`src/rtl/unified_mem_arbiter_pkg.sv`:
```
// unified_mem_arbiter_pkg: FSM state type and streak-counter sizing shared by the arbiter files.
package unified_mem_arbiter_pkg;
  typedef enum logic [2:0] {IDLE, ISSUE_IF, RESP_IF, ISSUE_D, RESP_D} state_t;
  function automatic int streak_w(input int max);
    return $clog2(max + 1);
  endfunction
endpackage

```
`src/rtl/unified_mem_arbiter_streak.sv`:
```
// unified_mem_arbiter_streak: saturating count of back-to-back data grants made while a fetch waits.
module unified_mem_arbiter_streak #(
  parameter int MAX = 4,
  parameter int W   = 3
) (
  input  logic clk,
  input  logic rst,
  input  logic i_inc,
  input  logic i_clr,
  output logic o_max
);
  logic [W-1:0] r_cnt;
  always_ff @(posedge clk)
    r_cnt <= (rst | i_clr) ? '0 : (i_inc & ~o_max) ? r_cnt + W'(1) : r_cnt;
  assign o_max = r_cnt == W'(MAX);
endmodule

```
`src/rtl/unified_mem_arbiter.sv`:
```
// unified_mem_arbiter: shares one synchronous-read memory between fetch and load/store ports, data first.
// Defining MEM_ARB_STATS_EN adds grant/conflict counter ports.
module unified_mem_arbiter
  import unified_mem_arbiter_pkg::*;
#(
  parameter int ADDR_W       = 8,
  parameter int DATA_W       = 32,
  parameter int D_STREAK_MAX = 4
) (
  input  logic              clk,
  input  logic              rst,
  input  logic              if_req,
  input  logic [ADDR_W-1:0] if_addr,
  output logic [DATA_W-1:0] if_rdata,
  output logic              if_ack,
  input  logic              d_req,
  input  logic              d_we,
  input  logic [ADDR_W-1:0] d_addr,
  input  logic [DATA_W-1:0] d_wdata,
  input  logic [3:0]        d_be,
  output logic [DATA_W-1:0] d_rdata,
  output logic              d_ack,
  output logic              mem_en,
  output logic              mem_we,
  output logic [3:0]        mem_be,
  output logic [ADDR_W-3:0] mem_addr,
  output logic [DATA_W-1:0] mem_wdata,
  input  logic [DATA_W-1:0] mem_rdata
`ifdef MEM_ARB_STATS_EN
  ,
  output logic [31:0]       stat_if_grants,
  output logic [31:0]       stat_d_grants,
  output logic [31:0]       stat_conflicts
`endif
);
  state_t              r_state, w_next;
  logic [ADDR_W-3:0]   r_addr;
  logic                r_we;
  logic [3:0]          r_be;
  logic [DATA_W-1:0]   r_wdata;
  logic                w_idle, w_both, w_max, w_grant_d, w_grant_if, w_inc, w_unused;
  assign w_unused   = ^{if_addr[1:0], d_addr[1:0]};
  assign w_idle     = r_state == IDLE;
  assign w_both     = if_req & d_req;
  assign w_grant_d  = w_idle & d_req & ~(w_both & w_max);
  assign w_grant_if = w_idle & if_req & ~w_grant_d;
  assign w_inc      = w_grant_d & if_req;
  unified_mem_arbiter_streak #(
    .MAX(D_STREAK_MAX),
    .W  (streak_w(D_STREAK_MAX))
  ) u_streak (
    .clk  (clk),
    .rst  (rst),
    .i_inc(w_inc),
    .i_clr(w_idle & ~w_inc),
    .o_max(w_max)
  );
  always_ff @(posedge clk)
    r_state <= rst ? IDLE : w_next;
  always_comb begin
    w_next = r_state == ISSUE_IF ? RESP_IF :
             r_state == ISSUE_D  ? RESP_D  :
             w_grant_d           ? ISSUE_D :
             w_grant_if          ? ISSUE_IF : IDLE;
  end
  // Request fields are captured at grant; live inputs are ignored until the next IDLE.
  always_ff @(posedge clk)
    if (rst) begin
      r_addr  <= '0;
      r_we    <= 1'b0;
      r_be    <= '0;
      r_wdata <= '0;
    end else if (w_grant_d) begin
      r_addr  <= d_addr[ADDR_W-1:2];
      r_we    <= d_we;
      r_be    <= d_be;
      r_wdata <= d_wdata;
    end else if (w_grant_if) begin
      r_addr  <= if_addr[ADDR_W-1:2];
      r_we    <= 1'b0;
      r_be    <= '0;
      r_wdata <= '0;
    end
  always_comb begin
    mem_en    = ~rst & ((r_state == ISSUE_IF) | (r_state == ISSUE_D));
    mem_we    = mem_en & r_we;
    mem_be    = mem_en ? r_be : '0;
    mem_addr  = rst ? '0 : r_addr;
    mem_wdata = rst ? '0 : r_wdata;
    if_ack    = ~rst & (r_state == RESP_IF);
    d_ack     = ~rst & (r_state == RESP_D);
    if_rdata  = if_ack ? mem_rdata : '0;
    d_rdata   = d_ack ? mem_rdata : '0;
  end
`ifdef MEM_ARB_STATS_EN
  always_ff @(posedge clk)
    if (rst) begin
      stat_if_grants <= '0;
      stat_d_grants  <= '0;
      stat_conflicts <= '0;
    end else begin
      stat_if_grants <= stat_if_grants + 32'(w_grant_if);
      stat_d_grants  <= stat_d_grants + 32'(w_grant_d);
      stat_conflicts <= stat_conflicts + 32'(w_idle & w_both);
    end
`endif
endmodule
```
`config.mk`:
```
export PLATFORM = sky130hd
export DESIGN_NAME = unified_mem_arbiter
export DESIGN_NICKNAME = d
export VERILOG_FILES = /design/src/rtl/unified_mem_arbiter_pkg.sv /design/src/rtl/unified_mem_arbiter_streak.sv /design/src/rtl/unified_mem_arbiter.sv
export SDC_FILE = /design/constraint.sdc
export NUM_CORES = 1
export LEC_CHECK = 0
export CAP_MARGIN = 5
export CORE_UTILIZATION = 31
export DETAILED_ROUTE_END_ITERATION = 8
export PLACE_DENSITY_LB_ADDON = 0.2
export SETUP_SLACK_MARGIN = 0.2
export SLEW_MARGIN = 10
export SYNTH_ARGS = -nofsm -noshare
export SYNTH_HDL_FRONTEND = slang
export SYNTH_SLANG_ARGS = --single-unit
```
`constraint.sdc`:
```
create_clock -name clk -period 1.58 [get_ports clk]
set_input_delay 0.395 -clock clk [delete_from_list [all_inputs] [get_ports clk]]
set_output_delay 0.395 -clock clk [all_outputs]
set_load 0.005 [all_outputs]
```
==> run_results.csv <==
group,metric,value,unit
clock_tree,cts_tree,"built",
routing,vias,3713,
sta,fin_crit,2.173,ns
power_and_ir_drop,power_density,646.6,nW/um^2
logic_synthesis,syn_area,2585,um^2
worst_setup_path,start_kind,"flip-flop",
die,fp.dieW,93.32,um
worst_setup_path,crit_path_frequent_cell,"buf_6",
routing,wl_met3,1014,um
sta,hold_ws,0.5010,ns
clock_tree,clock_sinks,49,
clock_tree,cts_hold_buf,0,
routing,routed_wl,15550,um
cells_and_area,final_area,6718,um^2
placed_design,dpl_worst_slack,-0.5581,ns
clock_tree,cts_buffer_depth,2,
min_path,whs_path_depth,4,
worst_setup_path,cp_data_required_time,1.18,ns
cells_and_area,final_nets,690,
die,die_y,93.32,um
logic_synthesis,yosysSeqAreaShare,37.95,%
power_and_ir_drop,sw_frac_of_total,32.96,%
global_route,grt_max_degree,17,
power_and_ir_drop,peakVddDrop,0.5618,mV
logic_synthesis,synth_cell_types,27,
clock_tree,cts_buffers,5,
worst_setup_path,end_kind,"output port",
worst_setup_path,crit_chain,"nor4_4 > buf_4 > buf_6 > buf_6 > buf_12 > and2_1 > buf_2",
sta,relSlewSlack,74.77,%
outcome,violations,"setup timing",
logic_synthesis,synthTopCellsByCount,"and2_1, nor2_1, dfxtp_1, nor2b_1, a22oi_1",
sta,rsz0062_at_grt,"true",
logic_synthesis,ys_warn_count,0,
sta,fmax,0.4601,GHz
global_route,grt_pass1_wl,18560,um
min_path,hold_class,"primary input to flip-flop",
logic_synthesis,ys_async_sr_fraction,0,%
placed_design,postPlaceCellArea,4867,um^2
clock_tree,h-tree-depth,2,
logic_synthesis,ys_ff_latch,49,
power_and_ir_drop,comb_power_share,48.9,%
clock_tree,clock_tree.root_cell,"clkbuf_8",
routing,drt-met1-wl,5294,um
logic_synthesis,synth_area_leader_cell,"dfxtp_1",
die,dieArea,8708,um^2
worst_setup_path,reg2reg_depth,9,
sta,hold_viol,0,
placed_design,io_buffers,194,
sta,fin_crit_sh,137.6,%
clock_tree,worst_skew_pair.late_latency,0.32,ns
die,core_area,7888,um^2
job,drv_cap,0,
outcome,outcome,"complete, but fails checks",
global_route,grt_pass1_vias,3507,
sta,tns,-39.62,ns
routing,first_iter_violations,230,
routing,wl_met2,8485,um
logic_synthesis,syn_nets,404,
placed_design,gp_routability_congestion,0.7141,
routing,ant_nets,0,
global_route,antenna_found_initial,1,
worst_setup_path,crit_arrival,1.78,ns
logic_synthesis,synth_edf_count,0,
logic_synthesis,syn_area_per_cell,8.259,um^2
power_and_ir_drop,leakage,2.905,nW
power_and_ir_drop,p_switching,0.001432,W
cells_and_area,syn2layout_area_growth,159.9,%
die,fp-row-count,32,
sta,setup_viol,143,
logic_synthesis,synth_ff_type,"dfxtp_1",
placed_design,place_hpwl,6534,um
worst_setup_path,crit_type,"flip-flop to output port",
routing,post-route-drc-count,0,
cells_and_area,drive_above_1_share,65.00,%
logic_synthesis,yosys.cell_count.top_type,"and2_1",
sta,fin_skew,0.02170,ns
clock_tree,clkTransAtPathRegs,0.11,ns
worst_setup_path,slowest_delay,0.39,ns
global_route,grt_use_total,27.71,%
routing,routed_via_density,5.282,
sta,drv_slew,0,
power_and_ir_drop,internal-power,0.002912,W
worst_setup_path,cp_max_fo,6,
cells_and_area,nFillCells,390,
logic_synthesis,yosysTopAreaCellShare,37.95,%
routing,drt-pass1-iter-count,4,
die,initial_utilization,32.77,%
power_and_ir_drop,pwr-share-clk,17.9,%
logic_synthesis,synthTopCellsByArea,"dfxtp_1, and2_1, a22oi_1, nor2b_1, nor2_1",
logic_synthesis,synth_cells,313,
global_route,grt_overflow,0,
worst_setup_path,cp_slowest_cell,"dfxtp_4",
routing,routed.top_layer,"met4",
routing,drt-wirelength-per-cell,22.12,um
die,ioPinCount,199,
power_and_ir_drop,seq_power_share,33.2,%
sta,tightest_slew,0.3785,ns
sta,setup_slack,-0.5934,ns
[path summary, 6_finish.rpt]
| kind | slack, ns | to | from |
|---|---|---|---|
| max | -0.59 | if_rdata[4] | r_state[0]$_SDFF_PP0_ |
| max reg2reg | -0.20 | r_addr[4]$_SDFFE_PP0P_ | r_state[1]$_SDFF_PP0_ |
| min | 0.50 | r_state[1]$_SDFF_PP0_ | rst |
| min reg2reg | 0.50 | r_wdata[6]$_SDFFE_PP0P_ | r_wdata[6]$_SDFFE_PP0P_ |
[power groups by stage]
stage          logic, W  clock network (W)  registers (W)
2_1_floorplan  0.000569                  0        0.00142
3_3_place_gp    0.00111                  0        0.00142
3_5_place_dp    0.00113                  0        0.00143
4_1_cts         0.00168           0.000745        0.00141
5_1_grt         0.00221           0.000834        0.00145
6_report        0.00212           0.000777        0.00144
[critical path: cells and delay by family (launching register included)]
family | cells | cell delay (ns)
buffers and inverters | 5 | 0.62
and+or+nand+nor | 2 | 0.45
DFF | 1 | 0.39
[state kept, by name (all words and copies together), names as in the netlist]
register / count
r_be: 4
u_streak.r_cnt: 3
r_state: 3
r_addr: 6
r_we: 1
r_wdata: 32
[cells by family after synthesis]
kind of cell	after synthesis	synth area share (%)
and+or+nand+nor	183	39.40
AOI/OAI and AO/OA	49	15.68
adders and majority gates	2	0.9679
DFF	49	37.95
buffers and inverters	30	6.002
[metal layers]
layer	global-route usage, %	vias up
met5	0	-
met4	11.92	0
met3	6.667	67
met2	52.02	202
met1	29.14	1808
li1	-	1636
[repair_timing]
action	CTS	global route
gates resized for setup	617	113
hold endpoints to repair	0	0
pin swaps	72	26
setup buffers	41	23
setup endpoints to repair	156	158
cloned	18	3
[per-stage QoR]
step | utilization (%) | total power, W | cells
3_5_place_dp | 61.71 | 0.002555 | 609
3_3_place_gp | 61.71 | 0.002528 | 609
5_1_grt | 85.17 | 0.004491 | 703
2_1_floorplan | - | 0.001985 | 313
4_1_cts | 75.52 | 0.003843 | 676
6_report | 85.17 | 0.004344 | 703
[area by class of cell]
cell class	instances	area, um^2	share of cell area, %
timing repair buffer	303	3323	49.47
multi-input combinational	236	2171	32.32
sequential	49	994.7	14.81
tap	102	127.6	1.900
clock buffer	7	76.32	1.136
inverter	4	15.01	0.2235
clock inverter	1	7.507	0.1118
antenna	1	2.502	0.03725
[cells in the final DEF, fill, tap and decap left out, types with 3 or more instances in the layout]
cell type | synthesis | layout
a2111oi_2 | 6 | 3
a2111oi_4 | 0 | 3
a22oi_2 | 0 | 37
and2_1 | 70 | 15
and2_4 | 0 | 55
and4b_4 | 0 | 3
buf_12 | 0 | 12
buf_16 | 0 | 12
buf_2 | 7 | 47
buf_4 | 1 | 31
buf_6 | 4 | 105
buf_8 | 0 | 6
bufbuf_16 | 0 | 3
clkbuf_16 | 0 | 3
clkbuf_8 | 0 | 5
clkdlybuf4s50_1 | 0 | 81
dfxtp_1 | 49 | 44
dfxtp_4 | 0 | 3
inv_2 | 0 | 3
nand2_1 | 3 | 3
nor2_1 | 52 | 37
nor2_2 | 0 | 13
nor2_4 | 1 | 3
nor2b_1 | 39 | 20
nor2b_4 | 0 | 18
nor3_4 | 0 | 6
Power figures use the tool's default switching activity.
